`src/rtl/shift_sequencer.sv`:
```
// Command sequencer for a downstream 4-bit universal shift register: one parallel
// load, then up to four serial shifts, then a one-cycle done pulse. Holds one pending command.
module shift_sequencer (
    input  logic       clock,
    input  logic       resetn,
    input  logic       start,
    input  logic [3:0] data_in,
    input  logic       dir,
    input  logic [2:0] nshift,
    input  logic       fill,
    output logic       ready,
    output logic       s1,
    output logic       s0,
    output logic       enable,
    output logic [3:0] parallelin,
    output logic       serialinr,
    output logic       serialinl,
    output logic       busy,
    output logic       done
);

    localparam logic [1:0] IDLE  = 2'd0;
    localparam logic [1:0] LOAD  = 2'd1;
    localparam logic [1:0] SHIFT = 2'd2;
    localparam logic [1:0] DONE  = 2'd3;

    logic [1:0] state_q,       state_d;
    logic [2:0] cnt_q,         cnt_d;
    logic [3:0] act_data_q,    act_data_d;
    logic       act_dir_q,     act_dir_d;
    logic [2:0] act_nshift_q,  act_nshift_d;
    logic       act_fill_q,    act_fill_d;
    logic       pend_valid_q,  pend_valid_d;
    logic [3:0] pend_data_q,   pend_data_d;
    logic       pend_dir_q,    pend_dir_d;
    logic [2:0] pend_nshift_q, pend_nshift_d;
    logic       pend_fill_q,   pend_fill_d;

    logic       accept;
    logic [2:0] nshift_sat;

    assign ready      = ~pend_valid_q;
    assign accept     = start & ~pend_valid_q;
    assign nshift_sat = (act_nshift_q > 3'd4) ? 3'd4 : act_nshift_q;

    always_comb begin
        // NOTE: every target gets a default first so no path leaves it unassigned (no latches).
        state_d       = state_q;
        cnt_d         = cnt_q;
        act_data_d    = act_data_q;
        act_dir_d     = act_dir_q;
        act_nshift_d  = act_nshift_q;
        act_fill_d    = act_fill_q;
        pend_valid_d  = pend_valid_q;
        pend_data_d   = pend_data_q;
        pend_dir_d    = pend_dir_q;
        pend_nshift_d = pend_nshift_q;
        pend_fill_d   = pend_fill_q;

        // A pending command always goes active before any new one, preserving order.
        if (((state_q == IDLE) || (state_q == DONE)) && pend_valid_q) begin
            act_data_d   = pend_data_q;
            act_dir_d    = pend_dir_q;
            act_nshift_d = pend_nshift_q;
            act_fill_d   = pend_fill_q;
            pend_valid_d = 1'b0;
            state_d      = LOAD;
        end else if ((state_q == IDLE) && accept) begin
            act_data_d   = data_in;
            act_dir_d    = dir;
            act_nshift_d = nshift;
            act_fill_d   = fill;
            state_d      = LOAD;
        end else if ((state_q != IDLE) && accept) begin
            pend_valid_d  = 1'b1;
            pend_data_d   = data_in;
            pend_dir_d    = dir;
            pend_nshift_d = nshift;
            pend_fill_d   = fill;
        end

        case (state_q)
            LOAD: begin
                cnt_d   = nshift_sat;
                state_d = (nshift_sat != 3'd0) ? SHIFT : DONE;
            end
            SHIFT: begin
                cnt_d = cnt_q - 3'd1;
                if (cnt_q <= 3'd1) begin
                    state_d = DONE;
                end
            end
            DONE: begin
                if (!pend_valid_q) begin
                    state_d = IDLE;
                end
            end
            default: ;
        endcase
    end

    always_ff @(posedge clock or negedge resetn) begin
        if (!resetn) begin
            state_q       <= IDLE;
            cnt_q         <= 3'd0;
            act_data_q    <= 4'd0;
            act_dir_q     <= 1'b0;
            act_nshift_q  <= 3'd0;
            act_fill_q    <= 1'b0;
            pend_valid_q  <= 1'b0;
            pend_data_q   <= 4'd0;
            pend_dir_q    <= 1'b0;
            pend_nshift_q <= 3'd0;
            pend_fill_q   <= 1'b0;
        end else begin
            // NOTE: non-blocking so every flop samples the pre-edge value of its neighbours.
            state_q       <= state_d;
            cnt_q         <= cnt_d;
            act_data_q    <= act_data_d;
            act_dir_q     <= act_dir_d;
            act_nshift_q  <= act_nshift_d;
            act_fill_q    <= act_fill_d;
            pend_valid_q  <= pend_valid_d;
            pend_data_q   <= pend_data_d;
            pend_dir_q    <= pend_dir_d;
            pend_nshift_q <= pend_nshift_d;
            pend_fill_q   <= pend_fill_d;
        end
    end

    // Outputs decode only flop contents, so none has a path from an input pin.
    always_comb begin
        s1         = 1'b0;
        s0         = 1'b0;
        enable     = 1'b0;
        done       = 1'b0;
        busy       = (state_q != IDLE);
        parallelin = (state_q != IDLE) ? act_data_q : 4'd0;
        serialinr  = (state_q != IDLE) & act_fill_q;
        serialinl  = (state_q != IDLE) & act_fill_q;
        case (state_q)
            LOAD: begin
                s1     = 1'b1;
                s0     = 1'b1;
                enable = 1'b1;
            end
            SHIFT: begin
                s1     = act_dir_q;
                s0     = ~act_dir_q;
                enable = 1'b1;
            end
            DONE: begin
                done = 1'b1;
            end
            default: ;
        endcase
    end

endmodule
```
`config.mk`:
```
export PLATFORM = sky130hd
export DESIGN_NAME = shift_sequencer
export DESIGN_NICKNAME = d
export VERILOG_FILES = /design/src/rtl/shift_sequencer.sv
export SDC_FILE = /design/constraint.sdc
export NUM_CORES = 1
export LEC_CHECK = 0
export CORE_MARGIN = 8
export CORE_UTILIZATION = 57
export CTS_BUF_LIST = sky130_fd_sc_hd__clkbuf_4 sky130_fd_sc_hd__clkbuf_8
export CTS_CLUSTER_SIZE = 20
export DETAILED_ROUTE_END_ITERATION = 8
export PLACE_DENSITY = 0.95
export SYNTH_ARGS = -nofsm -noshare
export SYNTH_HDL_FRONTEND = slang
export SYNTH_SLANG_ARGS = --single-unit
```
`constraint.sdc`:
```
create_clock -name clock -period 5.49 [get_ports clock]
set_clock_uncertainty 0.15 [all_clocks]
set_input_delay 0.549 -clock clock [delete_from_list [all_inputs] [get_ports clock]]
set_output_delay 0.549 -clock clock [all_outputs]
set_load 0.01 [all_outputs]
```
# Yosys cells after proc, flatten, opt, wreduce, memory -nomap -nowiden
# Cells that the tools add are included.
totals:
  regBits: 24
  out_inout_bits: 12
op_classes:
  n_addsub: 1
  magnitude_cmp: 2
  eq_ne: 4
  mux: 24
  n_bitwise: 6
  n_reduce_logical: 13
ops:
  columns: ["op", "n"]
  rows:
  - ["2-to-1 mux 4 bit", 3]
  - ["2-to-1 mux 1 bit", 10]
  - ["2-to-1 mux 3 bit", 3]
  - ["2-to-1 mux 2 bit", 4]
  - ["nonzero test 2 bit", 4]
  - ["one-hot mux 2 bit (3 select lines)", 1]
  - ["one-hot mux 3 bit (2 select lines)", 1]
  - ["== test 2 bit (second input constant)", 2]
  - ["NOT 1 bit", 4]
  - ["one-hot mux 1 bit (2 select lines)", 2]
  - ["> comparator 3 bit (second input constant)", 1]
  - ["less-or-equal comparator 3 x 1 -> 1 bit (second input constant)", 1]
  - ["logical AND 1 bit", 3]
  - ["AND reduction 3 bit", 1]
  - ["nonzero test 3 bit", 1]
  - ["subtractor 3 x 1 -> 3 bit (second input constant)", 1]
  - ["bitwise AND 1 bit", 2]
  - ["== test 2 x 1 -> 1 bit (second input constant)", 1]
  - ["logical NOT 2 bit", 1]
  - ["!= test 2 bit (second input constant)", 1]
  - ["AND reduction 2 bit", 1]
  - ["OR reduction 2 bit", 1]
  - ["logical OR 1 bit", 1]

# Logic depth before layout (Yosys ltp)
logic_depth:
  word_depth: 7
  depth_mapped: 6
  depth_no_buf: 5

# Worst setup path before layout
# OpenSTA, ideal clock, no wires.
synth_path:
  path_type: "register to output"
  from: "register state_q[0]"
  to: "output port s1"
  arrival_time_ps: 1330
  t_required_ps: 4791
  path_slack_ps: 3461
  path_stages_with_launch: 5
  n_path_buf: 1
  path_cell_list: "dfrtp_1 inv_1 ha_1 clkbuf_1 nor2b_1"
synth_via:
  elab_chain_cells: 2
  word_cells_on_any_way: 3
  classes_between: "eq/ne: 2; mux: 1"
synth_lines:
  columns: ["element", "line", "source"]
  rows:
  - ["from (decl)", "27", "logic [1:0] state_q, state_d;"]
  - ["from (signal assigned)", "117", "state_q <= state_d;"]
  - ["== test 2 bit / == test 2 x 1 -> 1 bit (equally long branches)", "141", "case (state_q)"]
  - ["one-hot mux 1 bit (2 select lines) (*)", "141", null]
  - ["to (decl)", "12", "output logic s1,"]
# Mark *: on every way between the ends. The rest lies on a longest branch, timed or not.

# Worst setup path in the final report
# Ends and elaborated chain as after synthesis.

==> metrics <==
placed wire-length estimate=1.96 mm; fin crit period=about 2.8 ns; outcome=completed; aggregate global routing overflow=0; worst skew pair latency=between 0.3 and 0.4 ns; clock share of power=9.5%; largest net degree at the start of global routing=25; fin nets=approximately 150; Num CTS Buffers=3; fmax=~350 MHz; layout cells sized above 1=~22%; Slew headroom=~30%; crit path DAT=2.13 ns; hold_buf cts=0; Final Util=a little under three quarters; period utilization=about 52%; CP Launch Type=flip-flop; via count=918; die area=approximately 0.004 mm2; Post-CTS Repair Setup Buffers=0; worst slew pin tran=between 1 and 1.5 ns; post-detailed-routing wire length=2.63 mm; commonest non-fill, non-tap cells in the layout=24 x dfrtp_1, 23 x clkdlybuf4s50_1, 9 x mux2_4; CORE AREA=~0.0022 mm2; synthesized cell area=0.00128 mm2; Iter 0 DRT Violations=30; cell-internal power=0.620 mW; drt via density=about 5.9; # rows=17; cell area after layout=0.00154 mm2; Pleak=around 0.73 nW; part of the power in registers=33.4%; PD cells=around 650 mW/mm2; die width=approximately 63 um; Port Buffers=23; Comb pwr share=about 57%; Syn Inst Count=approximately 110; Initial Util=about three fifths; Final Hold Viols=0; H-tree levels=1; post-route ant nets=0; max layer used=met4; CP Class=flip-flop to output pin; total track usage=13.4%; setup violators final=0; R2R setup slack=between 3 and 4 ns; RSZ-0062 raised after global routing=false; # IOs=24; final setup margin=between 2 and 3 ns; first-pass GRT wire length=4.44 mm; critical path endpoint category=output pin; wire length per cell=~17 um; met3 wire len=137 um; Resized Gates After CTS=0; Crit Path Max Fanout=14; ANT cells=0; Die Y=~63 um; Syn Area/Cell=12.0 um2; dpl ws=3.06 ns; Cell Area, Placed=between 0.0015 and 0.002 mm2; commonest non-fill, non-tap cell in the layout=dfrtp_1; Worst-path clk slew=0.13 ns; area growth from synthesis to layout=20.2%; CTS Root Cell=clkbuf_4; metal2 WL=between 1 and 1.5 mm; clk buf depth=2; net switching power=around 0.37 mW; Hold Path Class=flip-flop to flip-flop; vias in the first global route=approximately 1000; Design Power=0.994 mW; initial antenna violation count=0; Distinct cells, synth=34; syn nets=roughly 130; Yosys Warn Count=0; CTS tree=done; Switching Share=between 30% and 40%; Req. time, crit path=roughly 4.8 ns; register area share after synthesis=46.8%; Setup TNS=0 ns; DR DRC count=0; Clock Sinks=24; VDD IR-drop max=437 uV; TritonRoute pass-1 iters=4; Yosys reg bits=24; Pins Over Slew Limit=0; Metal-1 WL=1.14 mm; Final Wtd Congestion=0.816; max-cap violations=0
-- cell type report --
cell class,instances,area [um2]
Fill cell,166,628
Multi-Input combinational cell,70,613
Sequential cell,24,601
Timing Repair Buffer,23,230
Clock buffer,4,36.3
Tap cell,28,35.0
Inverter,7,26.3
-- worst paths after layout --
| path | from | end | depth (start not counted) |
|---|---|---|---|
| max in group asynchronous | resetn | act_data_q[2] | 1 |
| worst min register to register | act_data_q[2] | act_data_q[2] | 1 |
| worst max-delay path | state_q[0] | s1 | 4 |
| worst max register to register | state_q[0] | state_q[0] | 5 |
| worst min-delay path | act_data_q[2] | act_data_q[2] | 1 |
| min in group asynchronous | resetn | cnt_q[2] | 1 |
-- registers in the layout (all words and copies together) (netlist names) --
register	flops
act_data_q	4
pend_data_q	4
act_nshift_q	3
cnt_q	3
pend_nshift_q	3
state_q	2
act_dir_q	1
act_fill_q	1
pend_dir_q	1
pend_fill_q	1
pend_valid_q	1
-- metal layers --
| layer | GRT usage, % | vias to the layer above |
|---|---|---|
| li1 | - | 430 |
| met1 | 14.7 | 448 |
| met2 | 22.6 | 31 |
| met3 | 3.36 | 9 |
| met4 | 8.64 | 0 |
| met5 | 0 | - |
-- critical path: stages (launching register included) --
cell,delay [ns]
dfrtp_1,0.47
inv_1,0.09
ha_1,0.53
nor2b_1,0.18
clkdlybuf4s50_1,0.54
-- power groups by stage --
stage          clock network (mW)  registers (mW)  logic [mW]
2_1_floorplan                   0           0.315       0.404
3_3_place_gp                    0           0.326       0.539
3_5_place_dp                    0           0.335       0.569
4_1_cts                    0.0957           0.331       0.572
5_1_grt                     0.102           0.344       0.619
6_report                   0.0942           0.332       0.568
-- cell families (layout without fill, tap and decap cells) --
kind of cell | after synthesis | count (layout) | synth area share (%)
simple gates | 22 | 22 | 11.7
mux | 11 | 11 | 12.1
buf+inv | 13 | 34 | 5.37
compound gates | 31 | 31 | 18.1
fa+ha+maj | 6 | 6 | 5.85
flops | 24 | 24 | 46.8
-- per-stage QoR --
step | hold WS, ns | cells
after floorplan | 0.103 | 107
after global placement | 0.301 | 152
after detailed placement | 0.313 | 152
after CTS | 0.342 | 156
after global routing | 0.354 | 156
final | 0.337 | 156
-- synth_stat cells, drive strengths merged --
cell type	count	area, um2
o21ai	5	25.0
mux2i	2	20.0
inv	7	26.3
dfrtp	24	601
nor2b	3	18.8
o21a	1	7.51
mux2	9	135
a22o	7	70.1
and3	1	6.26
clkbuf	2	7.51
and3b	1	10.0
nor4bb	1	10.0
nand3	1	5.00
nand2	3	11.3
a21oi	3	15.0
nand2b	2	12.5
o21bai	1	7.51
ha	6	75.1
nor4b	1	8.76
and2	1	6.26
buf	4	35.0
a21o	8	61.3
o211ai	1	7.51
nor4	1	6.26
nor2	1	3.75
a2111oi	2	17.5
a31oi	1	6.26
a211oi	2	15.0
and2b	6	51.3
No activity file was read; power rests on OpenSTA's default activity.
